$ cat config.mk
export PLATFORM = sky130hd
export DESIGN_NAME = inst_fetch
export DESIGN_NICKNAME = d
export VERILOG_FILES = /design/src/rtl/inst_fetch.sv
export SDC_FILE = /design/constraint.sdc
export NUM_CORES = 1
export LEC_CHECK = 0
export BUFFER_PORTS_ARGS = -buffer_cell sky130_fd_sc_hd__buf_2
export CAP_MARGIN = 10
export CORE_AREA = 2 2 179 181
export CTS_BUF_LIST = sky130_fd_sc_hd__clkbuf_2 sky130_fd_sc_hd__clkbuf_4 sky130_fd_sc_hd__clkbuf_8
export CTS_CLUSTER_DIAMETER = 80
export DETAILED_ROUTE_END_ITERATION = 10
export DIE_AREA = 0 0 181 183
export GPL_ROUTABILITY_DRIVEN = 1
export HOLD_SLACK_MARGIN = 0.15
export SLEW_MARGIN = 20
export SYNTH_ARGS = -nofsm -noshare
export SYNTH_HDL_FRONTEND = slang
export SYNTH_SLANG_ARGS = --single-unit
$ cat constraint.sdc
create_clock -name clock -period 3 [get_ports clock]
set_clock_uncertainty 0.15 [all_clocks]
set_input_delay 0 -clock clock [delete_from_list [all_inputs] [get_ports clock]]
set_output_delay 0 -clock clock [all_outputs]
set_load 0.01 [all_outputs]
$ cat src/rtl/inst_fetch.sv
// Instruction fetch stage: owns the PC, keeps one aligned block request in flight to the
// I-cache and forwards the lane-masked packet to the fetch buffer when it has room.
module inst_fetch #(
  parameter int unsigned     FETCH_WIDTH = 4,
  parameter int unsigned     XLEN        = 32,
  parameter logic [XLEN-1:0] RESET_PC    = 32'h8000_0000
) (
  input  logic                        clock,
  input  logic                        reset,
  output logic                        icache_req_valid,
  output logic [XLEN-1:0]             icache_req_addr,
  input  logic                        icache_req_ready,
  input  logic                        icache_resp_valid,
  input  logic [FETCH_WIDTH*32-1:0]   icache_resp_data,
  input  logic                        redirect_valid,
  input  logic [XLEN-1:0]             redirect_pc,
  input  logic                        fb_full,
  output logic                        insts_out_valid,
  output logic [FETCH_WIDTH*32-1:0]   insts_out_inst,
  output logic [FETCH_WIDTH*XLEN-1:0] insts_out_pc,
  output logic [FETCH_WIDTH-1:0]      insts_out_lane_valid
);

  localparam int unsigned     OFF_W       = $clog2(FETCH_WIDTH * 4);
  localparam int unsigned     LANE_W      = OFF_W - 2;
  localparam logic [XLEN-1:0] BLOCK_BYTES = XLEN'(FETCH_WIDTH * 4);

  typedef enum logic [2:0] {
    IDLE = 3'd0,
    REQ  = 3'd1,
    WAIT = 3'd2,
    HOLD = 3'd3,
    DROP = 3'd4
  } state_e;

  state_e                      state_r;
  state_e                      next_state_s;
  logic [XLEN-1:0]             pc_r;
  logic [XLEN-1:0]             block_addr_r;
  logic [LANE_W-1:0]           offset_r;
  logic [FETCH_WIDTH*32-1:0]   hold_data_r;
  logic [XLEN-1:0]             aligned_pc_s;
  logic [FETCH_WIDTH-1:0]      lane_mask_s;
  logic                        send_s;
  logic                        unused_pc_bits_s;

  assign aligned_pc_s     = {pc_r[XLEN-1:OFF_W], {OFF_W{1'b0}}};
  assign send_s           = (state_r == HOLD) && !fb_full && !redirect_valid;
  // Instructions are 4-byte aligned, so the two lowest PC bits carry no information.
  assign unused_pc_bits_s = ^pc_r[1:0];

  // State register.
  always_ff @(posedge clock) begin
    if (!reset) begin
      state_r <= IDLE;
    end else begin
      state_r <= next_state_s;
    end
  end

  // Next-state logic; a redirect outranks every other transition.
  always_comb begin
    next_state_s = state_r;
    case (state_r)
      IDLE: next_state_s = REQ;
      REQ: begin
        if (redirect_valid) begin
          next_state_s = icache_req_ready ? DROP : REQ;
        end else if (icache_req_ready) begin
          next_state_s = WAIT;
        end else begin
          next_state_s = REQ;
        end
      end
      WAIT: begin
        if (redirect_valid) begin
          next_state_s = icache_resp_valid ? REQ : DROP;
        end else if (icache_resp_valid) begin
          next_state_s = HOLD;
        end else begin
          next_state_s = WAIT;
        end
      end
      HOLD: begin
        if (redirect_valid || !fb_full) begin
          next_state_s = REQ;
        end else begin
          next_state_s = HOLD;
        end
      end
      DROP: next_state_s = icache_resp_valid ? REQ : DROP;
      default: next_state_s = IDLE;
    endcase
  end

  // PC, accepted-block bookkeeping and packet hold register.
  always_ff @(posedge clock) begin
    if (!reset) begin
      pc_r         <= RESET_PC;
      block_addr_r <= '0;
      offset_r     <= '0;
      hold_data_r  <= '0;
    end else begin
      if (redirect_valid) begin
        pc_r <= redirect_pc;
      end else if (send_s) begin
        pc_r <= block_addr_r + BLOCK_BYTES;
      end
      if ((state_r == REQ) && icache_req_ready && !redirect_valid) begin
        block_addr_r <= aligned_pc_s;
        offset_r     <= pc_r[OFF_W-1:2];
      end
      if ((state_r == WAIT) && icache_resp_valid && !redirect_valid) begin
        hold_data_r <= icache_resp_data;
      end
    end
  end

  // Lanes ahead of an unaligned entry PC are masked off.
  always_comb begin
    lane_mask_s = '0;
    for (int i = 0; i < FETCH_WIDTH; i++) begin
      lane_mask_s[i] = (i >= int'(offset_r));
    end
  end

  // Output decode; everything is forced quiet while reset is asserted.
  always_comb begin
    icache_req_valid     = 1'b0;
    insts_out_valid      = 1'b0;
    insts_out_lane_valid = '0;
    if (reset) begin
      case (state_r)
        REQ: icache_req_valid = 1'b1;
        HOLD: begin
          insts_out_valid      = send_s;
          insts_out_lane_valid = lane_mask_s;
        end
        default: begin
          icache_req_valid     = 1'b0;
          insts_out_valid      = 1'b0;
          insts_out_lane_valid = '0;
        end
      endcase
    end else begin
      icache_req_valid     = 1'b0;
      insts_out_valid      = 1'b0;
      insts_out_lane_valid = '0;
    end
  end

  assign icache_req_addr = aligned_pc_s;
  assign insts_out_inst  = hold_data_r;

  for (genvar g = 0; g < FETCH_WIDTH; g++) begin : g_lane_pc
    assign insts_out_pc[g*XLEN +: XLEN] = block_addr_r + XLEN'(g * 32'd4);
  end

endmodule

==> reports/qor.yml, run 1 <==
yosys:
  synth_xor_area_share_pct: 1.26
  yosysSeqAreaShare_pct: 45.7
  syn_inst: 1061
  synth_top_family_by_area: "simple AND/OR/NAND/NOR gates"
  synth_simple_gate_area_share_pct: 20.4
  async_flop_share_pct: 0
  synth_compound_area_share_pct: 16.5
  synth_fa_ha_area_share_pct: 0.150
  synthDistinctLibCells: 55
  ys_warn_count: 0
  synth_edf_count: 0
  synthFlopType: "dfxtp_1"
  yosys_register_bits: 191
  synthMuxAreaShare_pct: 0.120
  postSynthAreaPerCell_um2: 7.88
  synth_area_mm2: 0.00836
floorplan:
  initial_core_util_pct: 26.8
  placementRows: 65
  ioPinCount: 460
  die_y_um: 183
  die_w_um: 181
clock_network:
  cts_setup_buffers: 0
  numCtsBuffers: 17
  htreeDepth: 4
  cts_sinks: 191
  cts_root_buffer: "clkbuf_8"
  clock_path_buffers: 2
  ctsHoldBuffers: 355
  cts_resized: 0
status:
  status: "aborted with a tool error"
  error_line: "[ERROR RSZ-0060] Max buffer count reached."
  failing_step: "4_1_cts"
placement:
  dp_hpwl_um: 18700
  port_buffers: 437
  post-place-ws_ps: 606
  gp_routability_congestion: 0.813
  placement.cell_area_mm2: 0.0101
Yosys cell counts, types with 3 or more instances:
library cell / count / area [um^2]
nor4_1: 7 / 43.8
and3_1: 4 / 25.0
a21oi_1: 164 / 821
o211ai_1: 13 / 97.6
o22ai_1: 11 / 68.8
nor3_1: 11 / 55.1
clkbuf_1: 61 / 229
nand4_1: 4 / 25.0
or4_1: 6 / 45.0
a222oi_1: 3 / 30.0
o21ai_0: 5 / 25.0
buf_2: 3 / 15.0
xor2_1: 3 / 26.3
nor2_1: 14 / 52.6
buf_4: 132 / 991
nand2_1: 326 / 1220
dfxtp_1: 191 / 3820
nand3b_1: 4 / 30.0
a221o_1: 4 / 40.0
buf_1: 3 / 11.3
inv_1: 11 / 41.3
nand3_1: 10 / 50.1
a22oi_1: 20 / 150
xnor2_1: 9 / 78.8
kinds of logic after synthesis:
| family | count (synthesis) |
|---|---|
| AOI/OAI and AO/OA | 237 |
| other | 2 |
| and+or+nand+nor | 404 |
| adders and majority gates | 1 |
| xor gates and xnor gates | 12 |
| buffers and inverters | 213 |
| muxes | 1 |
| DFF | 191 |
stage by stage:
| stage | cells | util, % |
|---|---|---|
| floorplan | 1079 | - |
| global placement | 1734 | 32.2 |
| detailed placement | 1734 | 32.2 |
==> run 2: changes to the inputs <==
- CORE_AREA: 2 2 179 181 -> 2 2 181 183
- CTS_BUF_LIST: sky130_fd_sc_hd__clkbuf_2 sky130_fd_sc_hd__clkbuf_4 sky130_fd_sc_hd__clkbuf_8 -> not set
- CTS_CLUSTER_DIAMETER: 80 -> not set
- DIE_AREA: 0 0 181 183 -> 0 0 183 185
- HOLD_SLACK_MARGIN: 0.15 -> not set
- PLACE_DENSITY_LB_ADDON: not set -> 0.15
==> run 2 against run 1 <==
Against the previous run:
- the flow now finishes without violations
- synthesized cell count unchanged
- area after synthesis unchanged
==> reports/qor.yml, run 2 <==
status:
  status: "finished, final reports clean"  # was aborted with a tool error
clock_network:
  cts_root_buffer: "clkbuf_16"  # was clkbuf_8
  clock_path_buffers: 2  # unchanged
  cts_sinks: 191  # unchanged
  clk_latency_ps: 450
  clk_pin_slew_worst_paths_ps: 80
  htreeDepth: 4  # unchanged
  numCtsBuffers: 17  # unchanged
  cts_setup_buffers: 0  # unchanged
  cts_tree: "yes"
yosys:
  synth_common_cells: "nand2_1 (326), dfxtp_1 (191), a21oi_1 (164), buf_4 (132), clkbuf_1 (61)"  # unchanged
  netlist.area_leader.share_pct: 45.7  # unchanged
  yosysSeqAreaShare_pct: 45.7  # unchanged
  synth_area_mm2: 0.00836  # unchanged
  async_flop_share_pct: 0  # unchanged
  ys_warn_count: 0  # unchanged
  synth_edf_count: 0  # unchanged
  synthDistinctLibCells: 55  # unchanged
  synthTopCellsByArea: "dfxtp_1 (46%), nand2_1 (15%), buf_4 (12%), a21oi_1 (9.8%), clkbuf_1 (2.7%)"  # unchanged
  yosys_register_bits: 191  # unchanged
  synth_most_common_cell: "nand2_1"  # unchanged
  syn_inst: 1061  # unchanged
  yosys.area.top_type: "dfxtp_1"  # unchanged
  synthFlopType: "dfxtp_1"  # unchanged
  postSynthAreaPerCell_um2: 7.88  # unchanged
grt:
  grt_pass1_vias: 8074
  met2_usage_pct: 29.5
  grtUsageMet1_pct: 20.5
  overflow: 0
  grt_start_max_net_pins: 129
  grt_usage_pct: 17.0
  met3_usage_pct: 5.19
  grt_pass1_wl_um: 45300
  antenna_found_initial: 1
  top_usage_layer: "met2"
cells_and_area:
  final_nets: 1688
  final_cell_mix: "buf_2 (437), nand2_1 (326), dfxtp_1 (191), dlygate4sd3_1 (172), a21oi_1 (164)"
  final_cells: 1943
  largest_reg_flops: 128
  final_area_mm2: 0.0124
  final_common_cell: "buf_2"
  drive_above_1_share_pct: 32.2
  area_growth_pct: 48.1
placement:
  port_buffers: 437  # unchanged
  dp.cells: 1738  # was 1734
  placement.cell_area_mm2: 0.0100  # was 0.0101 mm^2
  dp_hpwl_um: 20000  # was 18700 um
  gp_routability_congestion: 0.752  # was 0.813
  post-place-ws_ps: 479  # was 606 ps
routing:
  wl_per_cell_um: 15.4
  vias: 8646
  finalWirelength_um: 29900
  viasPerCell: 4.45
  post-route-drc-count: 0
  drt_iter0_markers: 410
  ant_nets: 0
  firstDrtPassIters: 5
setup_path:
  critPathMaxFanout: 13
  end_kind: "register"
  critical_path_arrival_ps: 2840
  critPathLaunchType: "register"
  critical_path_required_ps: 3230
  critPathKind: "reg2reg"
floorplan:
  die_w_um: 183  # was 181 um
  placementRows: 66  # was 65
  initial_core_util_pct: 26.1  # was 26.8%
  die_y_um: 185  # was 183 um
  ioPinCount: 460  # unchanged
  die_area_mm2: 0.0339
  core_area_mm2: 0.0320
sta:
  fin_crit_ps: 2610
  rsz0062_at_grt: "false"
  slew_viol_final: 0
  final_hold_viol_count: 0
  layout_worst_path_cycle_share_pct: 87.2
  setup_viol: 0
  maxSlewHeadroom_pct: 44.3
  timing.fmax_mhz: 382
  worstMarginPinSlew_ps: 835
  setup-tns-final_ps: 0
  worst_slack_ps: 385
power:
  peakVddDrop_mv: 0.336
  powerDensity_mw_per_mm2: 449
  p_leak_nw: 5.50
  power.total_mw: 5.57
job:
  drv_cap: 0
worst_hold_path:
  hp-class: "in2reg"
-- run 2: cell families after synthesis --
family | after synthesis | synth area share (%)
AO/OA/AOI/OAI | 237 | 16.5
XOR/XNOR | 12 | 1.26
adder cells (fa/ha/maj) | 1 | 0.150
buffers and inverters | 213 | 15.7
flip-flops | 191 | 45.7
multiplexers | 1 | 0.120
other | 2 | 0.0898
AND/OR/NAND/NOR | 404 | 20.4
-- run 2: worst max-delay path, cell delays in order (launching register included) --
cell and delay (ps):
dfxtp_1 550, nand3b_1 200, nor3_1 620, buf_4 260, a222oi_1 80, dlygate4sd3_1 600
nor2_1 70
-- run 2: routing by layer --
layer	part of all wire [%]	wire, um	vias up
met3	6.5	1950	23
met4	1.3	385	2
met2	49	14700	301
met5	0.044	13	-
met1	43	12800	4001
li1	-	-	4319
-- run 2: final cells by class --
type                            count  area (um^2)
Antenna cell                        1         2.50
Clock buffer                       18          439
Clock inverter                     14          174
Fill cell                        3408        19700
Inverter                           12         50.0
Multi-Input combinational cell    675         3320
Sequential cell                   191         3820
Tap cell                          408          510
Timing Repair Buffer              624         4070
-- run 2: metrics by stage --
stage / hold slack (ps) / util (%)
after floorplan: -14.0 / -
after global placement: 90.0 / 31.4
after detailed placement: 96.2 / 31.4
after CTS: 32.5 / 38.7
after global routing: 54.8 / 38.7
final: 58.0 / 38.7
-- run 2: power by group --
part | internal, mW | switching [mW] | total, mW
Sequential | 2.57 | 0.0416 | 2.61
Clock | 1.22 | 1.17 | 2.38
Combinational | 0.315 | 0.252 | 0.568
Total | 4.11 | 1.46 | 5.57
-- run 2: path summary, 6_finish.rpt --
check,start,cells past startpoint,end,slack [ps]
max,state_r[1]$_SDFF_PN0_,6,pc_r[4]$_SDFFE_PN0P_,390
min reg2reg,insts_out_inst[102]$_SDFFE_PN0P_,2,insts_out_inst[102]$_SDFFE_PN0P_,300
max reg2reg,state_r[1]$_SDFF_PN0_,6,pc_r[4]$_SDFFE_PN0P_,390
min,redirect_valid,3,pc_r[6]$_SDFFE_PN0P_,60
-- run 2: timing repair --
action / 4_1_cts / 5_1_grt
endpoints found under the hold margin: 161 / 0
setup endpoints to repair: 0 / 0
hold buffers: 172 / 0
resized for setup: 0 / 0
No activity file was read; power rests on OpenSTA's default activity.
==> run 3: changes to the inputs <==
- clock period: 3 -> 3.17 ns (I/O delays scaled with it)
==> run 3 against run 2 <==
Against the previous run:
- flip-flop and latch count stayed put
- core utilization shrank 0.15 points
- highest routed layer unchanged
- critical path depth stayed put
- sequential share of layout area grew 0.13 points
- design area fell by 0.38%
- die area unchanged
- non-clock buffer count shrank 5
- fmax fell by 12%
- count of clock-buffer cells in the layout is the same
==> reports/qor.yml, run 3 (same netlist as run 2, synthesis figures left out) <==
setup_path:
  crit_chain: "ha_1, nand3_2, or4_4, o311a_1, a221o_1, dlygate4sd3_1"  # was nand3b_1, nor3_1, buf_4, a222oi_1, dlygate4sd3_1, nor2_1
  rr_startpoint: "block_addr_r[5]$_SDFFE_PN0P_"  # was state_r[1]$_SDFF_PN0_
  end_kind: "register"  # unchanged
  r2r_cells: 6  # unchanged
  critPathKind: "reg2reg"  # unchanged
  worstReg2RegEnd: "pc_r[28]$_SDFFE_PN0P_"  # was pc_r[4]$_SDFFE_PN0P_
  r2r_slack_ps: 190  # was 390 ps
  crit_path_max_incr_delay_ps: 700  # was 620 ps
  worstPathBufferInverterCount: 1  # was 2
  cpLargestDelayFamily: "simple AND/OR/NAND/NOR gates"  # unchanged
  slowest_stage: "or4_4"  # was nor3_1
  critPathMaxFanout: 12  # was 13
  critPathLaunchType: "register"  # unchanged
  critical_path_required_ps: 3340  # was 3230 ps
  critical_path_arrival_ps: 3150  # was 2840 ps
power:
  powerDensity_mw_per_mm2: 432  # was 449 mW/mm^2
  p_leak_nw: 5.51  # was 5.50 nW
  peakVddDrop_mv: 0.282  # was 0.336 mV
clock_network:
  cts_setup_buffers: 0  # unchanged
  clock_path_buffers: 2  # unchanged
  clk_latency_ps: 440  # was 450 ps
  cts_root_buffer: "clkbuf_16"  # unchanged
  htreeDepth: 4  # unchanged
  clk_pin_slew_worst_paths_ps: 80  # about the same
  numCtsBuffers: 17  # unchanged
  cts_sinks: 191  # unchanged
  cts_tree: "yes"  # unchanged
sta:
  slew_viol_final: 0  # unchanged
  setup-tns-final_ps: 0  # unchanged
  final_hold_viol_count: 0  # unchanged
  setup_viol: 0  # unchanged
  timing.fmax_mhz: 336  # was 382 MHz
  fin_crit_ps: 2980  # was 2610 ps
  layout_worst_path_cycle_share_pct: 93.9  # was 87.2%
  rsz0062_at_grt: "false"  # unchanged
  maxSlewHeadroom_pct: 41.1  # was 44.3%
  worstMarginPinSlew_ps: 879  # was 835 ps
cells_and_area:
  final_common_cell: "buf_2"  # unchanged
  final_cell_mix: "buf_2 (437), nand2_1 (326), dfxtp_1 (190), dlygate4sd3_1 (168), a21oi_1 (164)"  # was buf_2 (437), nand2_1 (326), dfxtp_1 (191), dlygate4sd3_1 (172), a21oi_1 (164)
  seqCellArea_mm2: 0.00382  # about the same
  multi_input_area_mm2: 0.00332  # unchanged
  final_nets: 1683  # was 1688
  antenna_cells: 0  # was 1
  final_cells: 1936  # was 1943
  area_growth_pct: 47.5  # was 48.1%
  drive_above_1_share_pct: 32.3  # was 32.2%
  fillers: 3361  # was 3408
  largest_reg_flops: 128  # unchanged
floorplan:
  ioPinCount: 460  # unchanged
  die_y_um: 185  # unchanged
  die_area_mm2: 0.0339  # unchanged
  die_w_um: 183  # unchanged
  core_area_mm2: 0.0320  # unchanged
  placementRows: 66  # unchanged
  initial_core_util_pct: 26.1  # unchanged
worst_hold_path:
  holdPathEnd: "block_addr_r[27]$_SDFFE_PN0P_"  # was pc_r[6]$_SDFFE_PN0P_
  min_from: "redirect_valid"  # unchanged
  hp-class: "in2reg"  # unchanged
  hold_depth: 4  # was 3
placement:
  dp.cells: 1737  # was 1738
  port_buffers: 437  # unchanged
  dp_hpwl_um: 20100  # was 20000 um
  gp_routability_congestion: 0.732  # was 0.752
grt:
  grt_pass1_wl_um: 44600  # was 45300 um
  grt_usage_pct: 16.6  # was 17.0%
  grt_start_max_net_pins: 80  # was 129
  antenna_found_initial: 1  # unchanged
  grt_pass1_vias: 8056  # was 8074
  overflow: 0  # unchanged
routing:
  post-route-drc-count: 0  # unchanged
  ant_nets: 0  # unchanged
  finalWirelength_um: 29400  # was 29900 um
  vias: 8621  # was 8646
  top_layer_used: "met5"  # unchanged
  wl_met1_um: 12200  # was 12800 um
  firstDrtPassIters: 5  # unchanged
  met3RoutedLength_um: 2140  # was 1950 um
  viasPerCell: 4.45  # about the same
  drt_iter0_markers: 453  # was 410
  met2_length_um: 14500  # was 14700 um
  wl_per_cell_um: 15.2  # was 15.4 um
status:
  status: "finished, final reports clean"  # unchanged
job:
  drv_cap: 0  # unchanged
==> run 3: cell count changes in the layout (fill, tap and decap cells not counted), moves of 2 or more <==
cell,before,now
clkinv_8,3,0
clkinvlp_4,2,0
inv_8,4,2
inv_6,3,6
bufinv_16,1,3
dlygate4sd3_1,172,168
clkinv_2,0,2
==> run 3: layer usage <==
layer,vias to the layer above,global-route usage [%]
li1,4303,-
met1,3977,19.7
met5,-,0
met3,30,5.03
met4,2,5.18
met2,309,28.8
==> run 3: through the flow <==
| step | power [mW] | hold WS (ps) | setup slack (ps) | instance area (um^2) | utilization [%] |
|---|---|---|---|---|---|
| floorplan | 2.75 | -14.0 | 816 | 8430 | - |
| global placement | 2.89 | 89.9 | 681 | 10000 | 31.3 |
| detailed placement | 2.89 | 95.7 | 650 | 10000 | 31.3 |
| CTS | 5.42 | 5.65 | 77.1 | 12300 | 38.5 |
| global route | 5.55 | 55.5 | 34.0 | 12300 | 38.5 |
| finish | 5.32 | 30.5 | 195 | 12300 | 38.5 |
==> run 3: what timing repair did <==
item / in CTS / in global routing
hold endpoints to repair: 161 / 0
hold buffers: 168 / 0
resized for setup: 0 / 1
setup endpoints to repair: 0 / 2
==> run 3: tightest hold or removal path, stage by stage <==
cell,delay (ps)
buf_2,220
nor3_2,190
nand2_1,100
a21oi_1,50
==> run 3: report_power, final <==
part / internal [mW] / switching [mW]
Combinational: 0.291 / 0.235
Sequential: 2.43 / 0.0391
Clock: 1.28 / 1.04
==> run 3: cell type report <==
class | count | area share [%]
repair buffers | 619 | 32.6
well taps | 408 | 4.14
multi-input cells | 675 | 26.9
inverters | 12 | 0.406
clock inverters | 13 | 1.42
flip-flops and latches | 191 | 31.0
clock buffers | 18 | 3.56
==> run 3: how the worst max path moves through the flow <==
stage | startpoint | end | slack (ps) | cells past startpoint
after global routing | state_r[2]$_SDFF_PN0_ | pc_r[28]$_SDFFE_PN0P_ | 30 | 6
final | block_addr_r[5]$_SDFFE_PN0P_ | pc_r[28]$_SDFFE_PN0P_ | 190 | 6
after detailed placement | block_addr_r[5]$_SDFFE_PN0P_ | pc_r[28]$_SDFFE_PN0P_ | 650 | 5
after CTS | block_addr_r[5]$_SDFFE_PN0P_ | pc_r[28]$_SDFFE_PN0P_ | 80 | 6
after global placement | block_addr_r[5]$_SDFFE_PN0P_ | pc_r[28]$_SDFFE_PN0P_ | 680 | 5
after floorplan | block_addr_r[4]$_SDFFE_PN0P_ | pc_r[26]$_SDFFE_PN0P_ | 820 | 6
